**config.mk**
```make
export PLATFORM = sky130hd
export DESIGN_NAME = muldiv_ctrl_flat
export DESIGN_NICKNAME = d
export VERILOG_FILES = /design/src/rtl/mips_pkg.sv /design/src/rtl/muldiv_ctrl_if.sv /design/src/rtl/md_step.sv /design/src/rtl/muldiv_ctrl.sv /design/src/flat_wrapper.sv
export SDC_FILE = /design/constraint.sdc
export NUM_CORES = 1
export LEC_CHECK = 0
export CAP_MARGIN = 20
export CORE_MARGIN = 5
export CORE_UTILIZATION = 54
export DETAILED_ROUTE_END_ITERATION = 8
export HOLD_SLACK_MARGIN = 0.05
export PLACE_DENSITY = 0.75
export SETUP_SLACK_MARGIN = 0.2
export SYNTH_ARGS = -nofsm -noshare
export SYNTH_HDL_FRONTEND = slang
export SYNTH_SLANG_ARGS = --single-unit
```
**constraint.sdc**
```tcl
create_clock -name clk -period 3.2 [get_ports clk]
set_input_delay 0.8 -clock clk [delete_from_list [all_inputs] [get_ports clk]]
set_output_delay 0.8 -clock clk [all_outputs]
set_load 0.05 [all_outputs]
```
**src/rtl/mips_pkg.sv**
```systemverilog
// mips_pkg: shared HI/LO unit encodings for the EX stage.
package mips_pkg;
    typedef enum logic [1:0] {
        MD_MULT  = 2'b00,
        MD_MULTU = 2'b01,
        MD_DIV   = 2'b10,
        MD_DIVU  = 2'b11
    } md_op_e;
    typedef enum logic [1:0] {
        MD_IDLE = 2'b00,
        MD_CALC = 2'b01,
        MD_FIX  = 2'b10
    } md_state_e;
endpackage

```
**src/rtl/muldiv_ctrl_if.sv**
```systemverilog
// muldiv_ctrl_if: EX-stage request/result bundle for the HI/LO unit.
interface muldiv_ctrl_if #(parameter int WIDTH = 32);
    logic             StartE;
    logic [1:0]       MdOpE;
    logic [WIDTH-1:0] SrcAE;
    logic [WIDTH-1:0] SrcBE;
    logic             MtHiE;
    logic             MtLoE;
    logic             AbortE;
    logic             BusyE;
    logic             DoneE;
    logic [WIDTH-1:0] HiE;
    logic [WIDTH-1:0] LoE;
    modport master (output StartE, MdOpE, SrcAE, SrcBE, MtHiE, MtLoE, AbortE,
                    input BusyE, DoneE, HiE, LoE);
    modport slave (input StartE, MdOpE, SrcAE, SrcBE, MtHiE, MtLoE, AbortE,
                   output BusyE, DoneE, HiE, LoE);
endinterface

```
**src/rtl/md_step.sv**
```systemverilog
// md_step: one shift-add multiply or restoring-divide iteration.
module md_step #(parameter int WIDTH = 32) (
    input  logic             mul,
    input  logic [WIDTH-1:0] hi_i,
    input  logic [WIDTH-1:0] lo_i,
    input  logic [WIDTH-1:0] op,
    output logic [WIDTH-1:0] hi_o,
    output logic [WIDTH-1:0] lo_o
);
    logic [WIDTH:0] add, r_sh, diff;
    logic ge;
    assign add  = lo_i[0] ? {1'b0, hi_i} + {1'b0, op} : {1'b0, hi_i};
    assign r_sh = {hi_i, lo_i[WIDTH-1]};
    assign diff = r_sh - {1'b0, op};
    // partial remainder stays below the divisor, so the diff MSB is the borrow
    assign ge   = ~diff[WIDTH];
    assign hi_o = mul ? add[WIDTH:1] : (ge ? diff[WIDTH-1:0] : r_sh[WIDTH-1:0]);
    assign lo_o = mul ? {add[0], lo_i[WIDTH-1:1]} : {lo_i[WIDTH-2:0], ge};
endmodule

```
**src/rtl/muldiv_ctrl.sv**
```systemverilog
// muldiv_ctrl: iterative MULT/DIV sequencer owning the HI/LO registers.
module muldiv_ctrl
    import mips_pkg::*;
#(
    parameter int WIDTH = 32,
    parameter int CNT_W = 6
) (
    input logic clk,
    input logic reset,
    muldiv_ctrl_if.slave bus
);
    md_state_e        state_q, state_d;
    logic [CNT_W-1:0] cnt_q, cnt_d;
    logic             mul_q, mul_d, negq_q, negq_d, negr_q, negr_d, done_q, done_d;
    logic [WIDTH-1:0] op_q, op_d, hacc_q, hacc_d, lacc_q, lacc_d, hi_q, hi_d, lo_q, lo_d;
    logic [WIDTH-1:0] hstep, lstep, abs_a, abs_b;
    logic [2*WIDTH-1:0] prod;
    logic             mul, sgn, launch;
    assign mul    = bus.MdOpE == MD_MULT || bus.MdOpE == MD_MULTU;
    assign sgn    = bus.MdOpE == MD_MULT || bus.MdOpE == MD_DIV;
    assign abs_a  = sgn && bus.SrcAE[WIDTH-1] ? -bus.SrcAE : bus.SrcAE;
    assign abs_b  = sgn && bus.SrcBE[WIDTH-1] ? -bus.SrcBE : bus.SrcBE;
    assign launch = bus.StartE && !bus.AbortE;
    assign prod   = negq_q ? -{hacc_q, lacc_q} : {hacc_q, lacc_q};
    // mul: op = multiplicand, lacc = multiplier; div: op = divisor, lacc = dividend
    md_step #(.WIDTH(WIDTH)) u_step (
        .mul (mul_q),
        .hi_i(hacc_q),
        .lo_i(lacc_q),
        .op  (op_q),
        .hi_o(hstep),
        .lo_o(lstep)
    );
    always_comb begin
        state_d = state_q;
        cnt_d   = cnt_q;
        mul_d   = mul_q;
        negq_d  = negq_q;
        negr_d  = negr_q;
        op_d    = op_q;
        hacc_d  = hacc_q;
        lacc_d  = lacc_q;
        hi_d    = hi_q;
        lo_d    = lo_q;
        done_d  = 1'b0;
        case (state_q)
            MD_IDLE: begin
                if (launch) begin
                    state_d = MD_CALC;
                    cnt_d   = '0;
                    mul_d   = mul;
                    negq_d  = sgn && (bus.SrcAE[WIDTH-1] ^ bus.SrcBE[WIDTH-1]);
                    negr_d  = sgn && bus.SrcAE[WIDTH-1];
                    op_d    = mul ? abs_a : abs_b;
                    hacc_d  = '0;
                    lacc_d  = mul ? abs_b : abs_a;
                end else if (!bus.StartE) begin
                    hi_d = bus.MtHiE ? bus.SrcAE : hi_q;
                    lo_d = bus.MtLoE ? bus.SrcAE : lo_q;
                end
            end
            MD_CALC: begin
                if (bus.AbortE) begin
                    state_d = MD_IDLE;
                end else begin
                    hacc_d  = hstep;
                    lacc_d  = lstep;
                    cnt_d   = cnt_q + CNT_W'(1);
                    state_d = cnt_q == CNT_W'(WIDTH - 1) ? MD_FIX : MD_CALC;
                end
            end
            MD_FIX: begin
                state_d = MD_IDLE;
                if (!bus.AbortE) begin
                    hi_d   = mul_q ? prod[2*WIDTH-1:WIDTH] : (negr_q ? -hacc_q : hacc_q);
                    lo_d   = mul_q ? prod[WIDTH-1:0] : (negq_q ? -lacc_q : lacc_q);
                    done_d = 1'b1;
                end
            end
            default: state_d = MD_IDLE;
        endcase
    end
    always_ff @(posedge clk) begin
        if (reset) begin
            state_q <= MD_IDLE;
            cnt_q   <= '0;
            mul_q   <= 1'b0;
            negq_q  <= 1'b0;
            negr_q  <= 1'b0;
            op_q    <= '0;
            hacc_q  <= '0;
            lacc_q  <= '0;
            hi_q    <= '0;
            lo_q    <= '0;
            done_q  <= 1'b0;
        end else begin
            state_q <= state_d;
            cnt_q   <= cnt_d;
            mul_q   <= mul_d;
            negq_q  <= negq_d;
            negr_q  <= negr_d;
            op_q    <= op_d;
            hacc_q  <= hacc_d;
            lacc_q  <= lacc_d;
            hi_q    <= hi_d;
            lo_q    <= lo_d;
            done_q  <= done_d;
        end
    end
    assign bus.BusyE = state_q != MD_IDLE;
    assign bus.DoneE = done_q;
    assign bus.HiE   = hi_q;
    assign bus.LoE   = lo_q;
endmodule

```
**src/flat_wrapper.sv**
```systemverilog
// flat-port wrapper written by rule: the top's interface ports become plain ports
module muldiv_ctrl_flat import mips_pkg::*;
#(
    parameter int WIDTH = 32,
    parameter int CNT_W = 6
)
  (clk, reset, bus_StartE, bus_MdOpE, bus_SrcAE, bus_SrcBE, bus_MtHiE, bus_MtLoE, bus_AbortE, bus_BusyE, bus_DoneE, bus_HiE, bus_LoE);
  muldiv_ctrl_if #(.WIDTH(WIDTH)) bus_i ();
  input logic clk;
  input logic reset;
  input wire logic [$bits(bus_i.StartE)-1:0] bus_StartE;
  input wire logic [$bits(bus_i.MdOpE)-1:0] bus_MdOpE;
  input wire logic [$bits(bus_i.SrcAE)-1:0] bus_SrcAE;
  input wire logic [$bits(bus_i.SrcBE)-1:0] bus_SrcBE;
  input wire logic [$bits(bus_i.MtHiE)-1:0] bus_MtHiE;
  input wire logic [$bits(bus_i.MtLoE)-1:0] bus_MtLoE;
  input wire logic [$bits(bus_i.AbortE)-1:0] bus_AbortE;
  output wire logic [$bits(bus_i.BusyE)-1:0] bus_BusyE;
  output wire logic [$bits(bus_i.DoneE)-1:0] bus_DoneE;
  output wire logic [$bits(bus_i.HiE)-1:0] bus_HiE;
  output wire logic [$bits(bus_i.LoE)-1:0] bus_LoE;
  assign bus_i.StartE = bus_StartE;
  assign bus_i.MdOpE = bus_MdOpE;
  assign bus_i.SrcAE = bus_SrcAE;
  assign bus_i.SrcBE = bus_SrcBE;
  assign bus_i.MtHiE = bus_MtHiE;
  assign bus_i.MtLoE = bus_MtLoE;
  assign bus_i.AbortE = bus_AbortE;
  assign bus_BusyE = bus_i.BusyE;
  assign bus_DoneE = bus_i.DoneE;
  assign bus_HiE = bus_i.HiE;
  assign bus_LoE = bus_i.LoE;
  muldiv_ctrl #(.WIDTH(WIDTH), .CNT_W(CNT_W)) u_core (.clk(clk), .reset(reset), .bus(bus_i));
endmodule
```
==> results.py <==
metrics = {
    "setup_path": {
        "cp_top_family": "compound AO/OA/AOI/OAI gates",
        "cp.depth": 17,
        "arrival_ps": 3530,
        "critPathMaxFanout": 2,
        "r2r-start": "u_core.op_q[4]",
        "slowest_delay_ps": 420,
        "end_kind": "flop",
        "crit_path_cell_trace": "inv_1 > ha_1 > o211ai_1 > a21oi_4 > o2111ai_4 > nand4_1 > buf_4 > buf_4 > buf_4 > buf_4 > buf_4 > buf_4 > nand2b_1 > a21oi_2 > xnor2_1 > a211oi_1 > a211o_1",
        "crit_buf_inv": 7,
        "regToRegSetupSlack_ps": 10,
        "crit_top_cell": "buf_4",
        "worst_ep_required_time_ps": 3540,
        "crit_type": "flop to flop",
        "reg2reg_to": "u_core.hacc_q[28]",
        "critPathSlowestCell": "dfxtp_2",
        "start_kind": "flop",
        "worstRegToRegCells": 17,
    },
    "cells_and_area": {
        "antenna_cells": 0,
        "drive_gt1_frac": 0.254,
        "final_nets": 2572,
        "fillCellCount": 2039,
        "layout.cells.non_filler": 2814,
        "syn_to_final_growth_pct": 39.7,
    },
    "logic_synthesis": {
        "ys_seq_area_frac": 0.231,
        "async_reset_ff_frac": 0,
        "synth_area_sq_um": 14900,
        "syn_nets": 2220,
        "ys.flop_type": "dfxtp_1",
        "synth_top_area_cell": "dfxtp_1",
        "synth.top_cell.area_share": 0.231,
        "synth.avg_cell_area_sq_um": 7.18,
        "yosys-top-cells-count": "nor2_1, a21oi_1, nand2_1, dfxtp_1, clkbuf_1",
        "ys_seq_elements": 172,
        "synth_enable_flop_cells": 0,
        "synth_most_common_cell": "nor2_1",
        "yosys-top-cells-area": "dfxtp_1, a21oi_1, nor2_1",
        "netlist_instances": 2077,
        "ys.warnings.count": 0,
        "yosysUniqueCellTypes": 79,
    },
    "timing": {
        "finalCritPeriodShare": 0.996,
        "relSlewSlack": 0.459,
        "worst_hold_slack_ps": 461,
        "final_max_slew_viol_count": 0,
        "fin_tns_setup_ps": 0,
        "fin_skew_ps": 24.2,
        "rsz0062_at_grt": "true",
        "hold_viol": 0,
        "fin_crit_ps": 3190,
        "tightest_slew_ps": 811,
        "fmax_mhz": 314,
        "setup_violations": 0,
    },
    "detailed_routing": {
        "ant_nets": 0,
        "wirelength_mm": 65.8,
        "viasPerCell": 6.51,
        "wl_per_cell_um": 23.4,
        "dr.pass1.iters": 8,
        "drt_iter0_drc": 2624,
        "num_vias": 18300,
        "drc": 0,
    },
    "placed_design": {
        "dp_hpwl_mm": 49.7,
        "gp_congestion": 1.08,
        "place_inst": 2737,
        "io_buffers": 137,
    },
    "floorplanning": {
        "initial_core_util": 0.551,
        "die_h_um": 176,
        "die_area_sq_um": 31100,
        "die_w_um": 176,
        "core_sq_um": 27100,
        "pin_count": 138,
        "num_rows": 60,
    },
    "global_routing": {
        "grt_pass1_wl_mm": 97.0,
        "antenna_found_initial": 0,
        "overflow": 0,
        "grt_pass1_vias": 16600,
        "grt_max_degree": 63,
        "groute.usage.overall": 0.398,
    },
    "run_status": {
        "status": "completed",
    },
    "cts": {
        "clockBufferDepth": 2,
        "cts.sinks": 172,
        "root_buffer": "clkbuf_16",
        "path_clk_slew_ps": 80,
        "cts_tree": "yes",
        "cts_buffers": 17,
        "clock_latency_ps": 460,
        "h-tree-depth": 4,
    },
    "min_path": {
        "min_to": "u_core.bus.HiE[4]",
        "hold_class": "flop to flop",
        "hp-start": "u_core.bus.HiE[4]",
        "whs_path_depth": 2,
    },
    "power_and_ir_drop": {
        "worst_ir_drop_vdd_uv": 326,
        "power.leakage_uw": 0.00850,
        "p_per_area_nw_per_um2": 365,
        "finalPower_uw": 7600,
    },
    "run": {
        "max_cap_violations": 0,
    },
}
[power by group]
group          total [uW]  internal, uW  switching (uW)
Sequential           2370          2250             120
Combinational        3050          1310            1740
Clock                2180          1060            1110
Total                7600          4620            2970
[through the flow]
step	worst slack (ps)	cell area (sq um)	util
floorplan	121	15000	-
global placement	-362	18600	0.688
detailed placement	-373	18600	0.688
CTS	77.3	20000	0.737
global route	-102	20800	0.769
finish	14.0	20800	0.769
[logic make-up after synthesis]
family                     Yosys count  share of synthesized area
buffers and inverters              219                     0.0562
xor gates and xnor gates           172                      0.101
and+or+nand+nor                    704                      0.219
AOI/OAI and AO/OA                  677                      0.290
DFF                                172                      0.231
adders and majority gates           71                     0.0605
muxes                               62                     0.0423
[final cells by class]
type                            instances  area [sq um]  share of cell area
Multi-Input combinational cell       1686         11800               0.568
Timing Repair Buffer                  484          4200               0.201
Sequential cell                       172          3500               0.168
Tap cell                              372           465              0.0223
Clock buffer                           18           439              0.0211
Inverter                               68           255              0.0122
Clock inverter                         14           146             0.00702
[placed cells by master, fill, tap and decap left out, types with 14 or more instances in the layout]
| master | Yosys | routed |
|---|---|---|
| nor4_1 | 22 | 15 |
| nor2_1 | 236 | 228 |
| nand2_1 | 210 | 203 |
| nand4_1 | 16 | 16 |
| a211oi_2 | 0 | 14 |
| a21oi_1 | 216 | 197 |
| buf_4 | 1 | 317 |
| mux2i_1 | 53 | 53 |
| clkdlybuf4s50_1 | 0 | 117 |
| xor2_1 | 72 | 68 |
| o31ai_1 | 25 | 19 |
| nor3_1 | 63 | 54 |
| a311oi_1 | 21 | 18 |
| nand3_1 | 31 | 28 |
| xnor2_1 | 100 | 96 |
| nor2b_1 | 17 | 15 |
| o211ai_1 | 40 | 40 |
| clkbuf_16 | 0 | 18 |
| a211oi_1 | 70 | 56 |
| nand2b_1 | 21 | 18 |
| ha_1 | 69 | 55 |
| inv_1 | 67 | 61 |
| dfxtp_1 | 172 | 146 |
| dfxtp_2 | 0 | 18 |
| o21ai_1 | 9 | 24 |
| a31oi_1 | 20 | 15 |
| a22o_1 | 15 | 15 |
| a21o_1 | 39 | 38 |
| buf_6 | 1 | 21 |
| o21ai_0 | 124 | 95 |
| a21oi_2 | 0 | 15 |
[registers in the layout, indices dropped and copies added, names as in the netlist]
name	cells
u_core.bus.HiE	32
u_core.bus.DoneE	1
u_core.lacc_q	32
u_core.bus.LoE	32
u_core.negr_q	1
u_core.mul_q	1
u_core.state_q	2
u_core.hacc_q	32
u_core.op_q	32
u_core.negq_q	1
u_core.cnt_q	6
[layer usage]
metal,track usage,part of all wire,vias to the layer above
li1,-,-,8217
met1,0.549,0.40,8494
met2,0.573,0.41,1339
met3,0.113,0.14,268
met4,0.186,0.061,0
met5,0,0,-
[how the worst max path moves through the flow]
stage | startpoint | to | slack (ps)
2_1_floorplan | bus_SrcBE[6] | u_core.lacc_q[29] | 120
3_3_place_gp | bus_SrcBE[6] | u_core.lacc_q[29] | -360
3_5_place_dp | bus_SrcBE[6] | u_core.lacc_q[29] | -370
4_1_cts | u_core.lacc_q[10] | u_core.bus.HiE[14] | 80
5_1_grt | u_core.lacc_q[31] | u_core.hacc_q[16] | -100
6_report | u_core.op_q[4] | u_core.hacc_q[28] | 10
[what timing repair did]
item / in CTS / in global routing
resized for setup: 138 / 167
pin swaps: 63 / 85
setup buffers: 19 / 25
setup endpoints to repair: 66 / 88
cloned: 1 / 0
hold buffers: 0 / 0
[worst min-delay path, cell delays in order, from the launching register on]
cell and delay (ps):
dfxtp_1 330, nand2_1 40, o21ai_0 60
No activity file was read; power rests on OpenSTA's default activity.
